--- src/rtl/hex_display_scan.sv ---
`default_nettype none
// ============================================================================
// Module   : hex_display_scan
// Purpose  : Time-multiplexed 8-digit seven-segment scan controller with a
//            frame-synchronous double buffer and per-slot anti-ghost blanking.
//            Optional leading-zero suppression: HEX_DISPLAY_LEADING_ZERO_BLANK_EN
// Revision : 1.0  initial release
// ============================================================================
module hex_display_scan #(
    parameter int NUM_DIGITS   = 8,
    parameter int REFRESH_DIV  = 100000,
    parameter int BLANK_CYCLES = 1000
) (
    input  logic        clk,
    input  logic        reset_n,
    input  logic [31:0] value,
    input  logic [7:0]  dp_in,
    input  logic [7:0]  digit_en,
    input  logic        load,
    output logic [3:0]  hex_nibble,
    output logic [7:0]  digitselect,
    output logic        dp_n,
    output logic        frame_start
);

    localparam int                 c_CNT_W    = (REFRESH_DIV > 1) ? $clog2(REFRESH_DIV) : 1;
    localparam logic [c_CNT_W-1:0] c_DIV_LAST = c_CNT_W'(REFRESH_DIV - 1);
    localparam logic [c_CNT_W-1:0] c_BLANK    = c_CNT_W'(BLANK_CYCLES);
    localparam logic [c_CNT_W-1:0] c_CNT_ONE  = c_CNT_W'(1);
    localparam logic [2:0]         c_LAST_IDX = 3'(NUM_DIGITS - 1);

    typedef enum logic [0:0] {
        ST_BLANK = 1'b0,
        ST_ON    = 1'b1
    } state_t;

    logic [c_CNT_W-1:0] r_div_cnt;
    logic [c_CNT_W-1:0] w_div_next;
    logic [2:0]         r_idx;
    logic [2:0]         w_idx_next;
    state_t             r_state;
    state_t             w_state_next;

    logic [31:0]        r_pend_value;
    logic [7:0]         r_pend_dp;
    logic [7:0]         r_pend_en;
    logic               r_pend_valid;
    logic [31:0]        r_act_value;
    logic [7:0]         r_act_dp;
    logic [7:0]         r_act_en;

    logic               w_slot_end;
    logic               w_frame_end;
    logic               w_lz_blank;
    logic               w_show;
    logic [3:0]         w_nibble;
    logic [7:0]         w_select;
    logic               w_dp_n;

    assign w_slot_end  = (r_div_cnt == c_DIV_LAST);
    assign w_frame_end = w_slot_end && (r_idx == c_LAST_IDX);
    assign w_div_next  = w_slot_end ? '0 : (r_div_cnt + c_CNT_ONE);
    assign w_idx_next  = !w_slot_end ? r_idx :
                         (r_idx == c_LAST_IDX) ? 3'd0 : (r_idx + 3'd1);

    always_ff @(posedge clk or negedge reset_n) begin
        if (!reset_n) begin
            r_div_cnt <= '0;
            r_idx     <= 3'd0;
            r_state   <= ST_BLANK;
        end else begin
            r_div_cnt <= w_div_next;
            r_idx     <= w_idx_next;
            r_state   <= w_state_next;
        end
    end

    // State tracks the counter value it will sit beside next cycle.
    always_comb begin
        w_state_next = r_state;
        case (r_state)
            ST_BLANK: if (w_div_next >= c_BLANK) w_state_next = ST_ON;
            ST_ON:    if (w_div_next <  c_BLANK) w_state_next = ST_BLANK;
            default:  w_state_next = ST_BLANK;
        endcase
    end

    always_ff @(posedge clk or negedge reset_n) begin
        if (!reset_n) begin
            r_pend_value <= 32'h0;
            r_pend_dp    <= 8'h00;
            r_pend_en    <= 8'hFF;
            r_pend_valid <= 1'b0;
            r_act_value  <= 32'h0;
            r_act_dp     <= 8'h00;
            r_act_en     <= 8'hFF;
        end else if (load && w_frame_end) begin
            // Newest data bypasses the pending stage on the boundary itself.
            r_act_value  <= value;
            r_act_dp     <= dp_in;
            r_act_en     <= digit_en;
            r_pend_valid <= 1'b0;
        end else begin
            if (load) begin
                r_pend_value <= value;
                r_pend_dp    <= dp_in;
                r_pend_en    <= digit_en;
                r_pend_valid <= 1'b1;
            end
            if (w_frame_end && r_pend_valid) begin
                r_act_value  <= r_pend_value;
                r_act_dp     <= r_pend_dp;
                r_act_en     <= r_pend_en;
                r_pend_valid <= 1'b0;
            end
        end
    end

`ifdef HEX_DISPLAY_LEADING_ZERO_BLANK_EN
    logic w_upper_nz;

    // Any non-zero nibble or lit point at or above idx keeps the digit on.
    always_comb begin
        w_upper_nz = 1'b0;
        for (int i = 0; i < 8; i++) begin
            if ((3'(i) >= r_idx) && ((r_act_value[4*i +: 4] != 4'h0) || r_act_dp[i])) begin
                w_upper_nz = 1'b1;
            end
        end
    end

    assign w_lz_blank = (r_idx != 3'd0) && !w_upper_nz;
`else
    assign w_lz_blank = 1'b0;
`endif

    assign w_nibble = r_act_value[{r_idx, 2'b00} +: 4];
    assign w_show   = (r_state == ST_ON) && r_act_en[r_idx] && !w_lz_blank;
    assign w_select = w_show ? ~(8'b1 << r_idx) : 8'hFF;
    assign w_dp_n   = w_show ? ~r_act_dp[r_idx] : 1'b1;

    always_ff @(posedge clk or negedge reset_n) begin
        if (!reset_n) begin
            hex_nibble  <= 4'h0;
            digitselect <= 8'hFF;
            dp_n        <= 1'b1;
            frame_start <= 1'b0;
        end else begin
            hex_nibble  <= w_nibble;
            digitselect <= w_select;
            dp_n        <= w_dp_n;
            frame_start <= w_frame_end;
        end
    end

endmodule
`default_nettype wire

--- config.mk ---
export PLATFORM = sky130hd
export DESIGN_NAME = hex_display_scan
export DESIGN_NICKNAME = d
export VERILOG_FILES = /design/src/rtl/hex_display_scan.sv
export SDC_FILE = /design/constraint.sdc
export NUM_CORES = 1
export LEC_CHECK = 0
export ABC_CLOCK_PERIOD_IN_PS = 2110
export CORE_MARGIN = 2
export CORE_UTILIZATION = 46
export CTS_BUF_LIST = sky130_fd_sc_hd__clkbuf_16
export DETAILED_ROUTE_END_ITERATION = 7
export GPL_TIMING_DRIVEN = 1
export PLACE_DENSITY = 0.77
export SETUP_SLACK_MARGIN = 0.2
export SYNTH_ARGS = -nofsm -noshare
export SYNTH_HDL_FRONTEND = slang
export SYNTH_SLANG_ARGS = --single-unit
--- constraint.sdc ---
create_clock -name clk -period 2.11 [get_ports clk]
set_input_delay 0.422 -clock clk [delete_from_list [all_inputs] [get_ports clk]]
set_output_delay 0.422 -clock clk [all_outputs]
set_load 0.02 [all_outputs]
# Word level (Yosys, flattened, before mapping)
# Index checks and enable logic that the tools add are counted.
totals:
  register_bits: 132
  in_bits: 51
  out_inout_bits: 14
  wordCells: 54
classes:
  add_sub_neg: 2
  order_cmp: 3
  n_eq_ne: 2
  shifts: 2
  muxes: 20
  bitwise_logic: 4
  reduce_logical: 7
ops:
  columns: ["cell", "n"]
  rows:
  - ["$mux 32", 2]
  - ["$mux 8", 5]
  - ["$shiftx 32x6->4", 1]
  - ["$add 17x1->17 const B", 1]
  - ["$eq 17x17->1 const B", 1]
  - ["$ge 17x10->1 const B", 1]
  - ["$lt 17x10->1 const B", 1]
  - ["$mux 17", 1]
  - ["$mux 1", 8]
  - ["$not 8->8", 1]
  - ["$shl 1x3->8 const A", 1]
  - ["$bmux 1 s3", 2]
  - ["$logic_and 1x1->1", 4]
  - ["$lt 3x4->1 const B", 1]
  - ["$add 3x1->3 const B", 1]
  - ["$eq 3x3->1 const B", 1]
  - ["$mux 3", 1]
  - ["$not 1->1", 3]
  - ["$reduce_bool 3->1", 1]
  - ["$pmux 1 s2", 1]
  - ["$reduce_and 2->1", 1]
  - ["$reduce_bool 2->1", 1]

# Depth between registers and ports, before layout
depth:
  ltp_word: 5
  depth_mapped: 8
  depth_no_buf: 7

# Worst setup path before layout
# No wires, ideal clock.
synth_timing:
  kind: "reg2reg"
  startpoint: "reg r_div_cnt[12]"
  endpoint: "reg r_pend_value[13]"
  setup_time_ps: 127
  t_arrival_ps: 1910
  t_required_ps: 1983
  path_slack_ps: 73
  path_stages_with_launch: 8
  n_path_buf: 2
  synth_period_minus_slack_ps: 2037
  path_cell_list: "dfrtp_1 > or2_1 > nor4_2 > nand3_2 > nand2_1 > buf_6 > buf_6 > mux2_1"
synth_between:
  elab_chain_len: 5
synth_rtl:
  columns: ["element", "line", "text"]
  rows:
  - ["start, declared", "37", "logic [c_CNT_W-1:0] r_div_cnt;"]
  - ["start signal, assigned", "72", "r_div_cnt <= w_div_next;"]
  - ["$eq 17x17->1", "60", "assign w_slot_end = (r_div_cnt == c_DIV_LAST);"]
  - ["$logic_and 1x1->1", "61", "assign w_frame_end = w_slot_end && (r_idx == c_LAST_IDX);"]
  - ["$logic_and 1x1->1", "97", "end else if (load && w_frame_end) begin"]
  - ["$not 1->1 (no line)", null, null]
  - ["$reduce_and 2->1 (no line)", null, null]
  - ["end signal, assigned", "105", "r_pend_value <= value;"]
  - ["end, declared", "44", "logic [31:0] r_pend_value;"]
# Every way passes these cells.
# A chain may end at the register's enable or synchronous reset.

# Worst setup path in the final report
layout_timing:
  startpoint: "reg r_div_cnt[7]"
  endpoint: "reg r_pend_value[28]"
# The elaborated chain is that of the path after synthesis.

==> results.py <==
metrics = {
    "cells_and_area": {
        "nFillCells": 1077,
        "area_growth_pct": 32.85,
        "final_util_pct": 62.31,
        "antenna-diode-count": 0,
        "nNetsFinal": 741,
        "drive_above_1_share_pct": 25.72,
        "stdcell_area_um2": 8582,
    },
    "global_routing": {
        "grt_use_total_pct": 22.55,
        "grt_antenna_before_repair": 0,
        "global_route_wire_length_before_repair_mm": 25.99,
        "grt_start_max_net_pins": 54,
        "global_route.overflow_total": 0,
        "grt_pass1_vias": 5126,
    },
    "power": {
        "irDropWorstVdd_mv": 0.5766,
        "power.total_mw": 6.387,
        "total_leakage_power_nw": 3.745,
        "power_density_normalized_to_cell_area_nw_per_um2": 744.2,
    },
    "sta": {
        "maxClockFrequency_mhz": 487.5,
        "finalCritPeriodShare_pct": 97.22,
        "worst_clock_skew_ps": 7.442,
        "finalMaxSlewViolations": 0,
        "rsz_0062_raised_after_global_routing": "yes",
        "max_slew_margin_pct": 62.63,
        "finalWorstPathRequiredPeriod_ps": 2051,
        "worstMarginPinSlew_ps": 560.5,
        "setup_viol": 0,
        "finalHoldViolCount": 0,
    },
    "synth": {
        "synth-async-reset-ratio_pct": 100.0,
        "mappedNetlistNets": 643,
        "seq_area_frac_synth_pct": 51.62,
        "syn-instance-count": 585,
        "yosys.area.top_type": "sky130_fd_sc_hd__dfrtp_1",
        "synth.avg_cell_area_um2": 11.04,
        "synth_commonest_cells": "107 x sky130_fd_sc_hd__dfrtp_1, 60 x sky130_fd_sc_hd__nor2_1, 37 x sky130_fd_sc_hd__nand2_1, 34 x sky130_fd_sc_hd__inv_1, 33 x sky130_fd_sc_hd__nor3b_1",
        "netlist_top_cells_area": "sky130_fd_sc_hd__dfrtp_1 41%, sky130_fd_sc_hd__dfstp_2 10%, sky130_fd_sc_hd__mux2_1 5.4%, sky130_fd_sc_hd__o22a_1 4.3%, sky130_fd_sc_hd__mux4_2 4.2%",
        "synth_enable_flop_cells": 0,
        "synth_top_area_share_pct": 41.45,
        "synth-main-ff-cell": "sky130_fd_sc_hd__dfrtp_1",
        "synth_cell_types": 52,
        "ys_seq_elements": 132,
        "yosys_warnings": 0,
        "mappedNetlistArea_um2": 6460,
        "synth.most_common_cell": "sky130_fd_sc_hd__dfrtp_1",
    },
    "route": {
        "first_pass_iters": 5,
        "antenna_violating_nets_post_route": 0,
        "wl_per_cell_um": 18.71,
        "first_iter_violations": 483,
        "detail_route.vias_per_cell": 5.734,
        "detail_route.drc_violations": 0,
        "total_routed_wirelength_mm": 16.39,
        "total_via_count_after_detailed_routing": 5023,
    },
    "placed_design": {
        "gpl.final_weighted_congestion": 0.8588,
        "io_buffer_count": 64,
        "place_area_um2": 7482,
        "place.detailed.hpwl_mm": 9.740,
    },
    "floorplanning": {
        "num_rows": 43,
        "design.die.area_um2": 15010,
        "die-width_um": 122.5,
        "pin_count": 65,
        "initial_core_util_pct": 46.90,
        "die_height_um": 122.5,
        "core_area_um2": 13770,
    },
    "status": {
        "status": "completed",
    },
    "clock_tree": {
        "cts-htree-levels": 4,
        "clock_latency_ps": 420,
        "clock_tree.buffer_depth": 2,
        "cts_tree": "done",
        "cts_inserted_buffers": 17,
        "clock-sinks": 132,
        "clk_pin_slew_worst_paths_ps": 60,
        "root_buffer": "sky130_fd_sc_hd__clkbuf_16",
    },
    "flow_run": {
        "timing.max_cap.violations": 0,
    },
    "min_path": {
        "worst_hold_path_type": "input port to async pin",
    },
    "critical_path": {
        "setup.worst_path.class": "flop to flop",
        "cp_data_required_time_ps": 2420,
        "timing.critical_path.to_type": "flop",
        "crit_reg_reg_startpoint": "r_div_cnt[7]$_DFF_PN0_",
        "worst_setup_path_startpoint": "r_div_cnt[7]$_DFF_PN0_",
        "cp.arrival_ps": 2360,
        "critical_path_peak_fanout": 6,
        "start_kind": "flop",
    },
}
[repair_timing]
action	CTS	global route
hold buffers	1	0
hold endpoints to repair	6	0
gates cloned	3	5
gates resized for setup	28	40
pin swaps	3	16
setup buffers	8	1
endpoints found under the setup margin	112	106
[through the flow]
step	hold WS (ps)	worst slack, ps	cells	TNS (ps)
detailed placement	271.8	15.59	826	0
CTS	367.4	119.4	870	0
global placement	267.9	91.55	826	0
floorplan	126.4	122.7	585	0
finish	373.9	58.70	876	0
global route	381.6	-53.98	876	-992.7
[power breakdown]
part	switching [mW]	total [mW]	internal, mW
clock	1.11	3.07	1.96
combinational	0.244	0.555	0.311
sequential	0.0772	2.76	2.68
[area by class of cell]
cell class	count	area, um^2	area share (%)
inverter	36	151.4	1.764
tap	180	225.2	2.624
sequential	132	3334	38.85
multi-input combinational	375	2964	34.54
clock inverter	15	188.9	2.201
timing repair inverter	3	41.29	0.4811
timing repair buffer	118	1251	14.58
clock buffer	17	425.4	4.957
[state kept, by name, indices dropped and copies added, names as in the netlist]
register      flops
r_act_en          8
r_state           1
r_pend_valid      1
r_idx             3
hex_nibble        4
r_act_value      32
r_pend_value     32
frame_start       1
r_pend_dp         8
r_div_cnt        17
dp_n              1
r_act_dp          8
digitselect       8
r_pend_en         8
[logic make-up after synthesis]
logic type / Yosys count / share of synthesized area (%)
simple gates: 185 / 15.34
flops: 132 / 51.62
compound gates: 108 / 11.89
buf+inv: 78 / 5.171
mux: 62 / 12.86
xor+xnor: 13 / 1.763
fa+ha+maj: 7 / 1.356
[worst paths after layout]
path | slack (ps) | cells past startpoint | end
min in group clk | 490 | 1 | r_pend_value[14]$_DFFE_PN0P_
setup / recovery | 60 | 7 | r_pend_value[28]$_DFFE_PN0P_
hold / removal | 370 | 2 | r_act_value[21]$_DFFE_PN0N_
max in group asynchronous | 1030 | 3 | dp_n$_DFF_PN1_
hold reg to reg | 490 | 1 | r_pend_value[14]$_DFFE_PN0P_
setup reg to reg | 60 | 7 | r_pend_value[28]$_DFFE_PN0P_
[cells in the final DEF, fill, tap and decap left out, types with 3 or more instances in the layout]
cell type and n:
sky130_fd_sc_hd__dfrtp_1 107, sky130_fd_sc_hd__nor2_1 59, sky130_fd_sc_hd__clkdlybuf4s50_1 53, sky130_fd_sc_hd__nand2_1 36, sky130_fd_sc_hd__inv_1 35, sky130_fd_sc_hd__buf_4 34
sky130_fd_sc_hd__nor3b_1 32, sky130_fd_sc_hd__a21oi_1 32, sky130_fd_sc_hd__o22a_1 32, sky130_fd_sc_hd__dfstp_2 25, sky130_fd_sc_hd__clkbuf_16 19, sky130_fd_sc_hd__mux2_1 18
sky130_fd_sc_hd__mux2_2 17, sky130_fd_sc_hd__nor2b_1 16, sky130_fd_sc_hd__a41oi_1 16, sky130_fd_sc_hd__mux2_4 13, sky130_fd_sc_hd__mux4_2 12, sky130_fd_sc_hd__o22ai_1 12
sky130_fd_sc_hd__dlygate4sd2_1 9, sky130_fd_sc_hd__buf_12 9, sky130_fd_sc_hd__xnor2_1 8, sky130_fd_sc_hd__nand3_1 7, sky130_fd_sc_hd__and3_1 6, sky130_fd_sc_hd__ha_1 6
sky130_fd_sc_hd__xor2_1 5, sky130_fd_sc_hd__buf_6 5, sky130_fd_sc_hd__nor3_1 4, sky130_fd_sc_hd__o22ai_2 4, sky130_fd_sc_hd__bufinv_16 4, sky130_fd_sc_hd__clkinv_2 4
sky130_fd_sc_hd__o21ai_0 3
[worst max-delay path: stages (launching register included)]
cell and delay [ps]:
sky130_fd_sc_hd__dfrtp_1 480, sky130_fd_sc_hd__nand4bb_4 160, sky130_fd_sc_hd__nor4_4 370, sky130_fd_sc_hd__nand3_2 170, sky130_fd_sc_hd__nand2_4 200, sky130_fd_sc_hd__buf_12 130
sky130_fd_sc_hd__buf_16 120, sky130_fd_sc_hd__mux2_4 300
[metal layers]
layer	wire length, um	global-route usage, %	vias up	share of wire, %
met5	0	0	-	0
met4	337	6.394	0	2.1
met3	760	5.901	32	4.6
met2	8437	38.02	167	51
met1	6858	28.76	2538	42
li1	-	-	2286	-
Note: power is estimated with default switching activity, not from simulation.
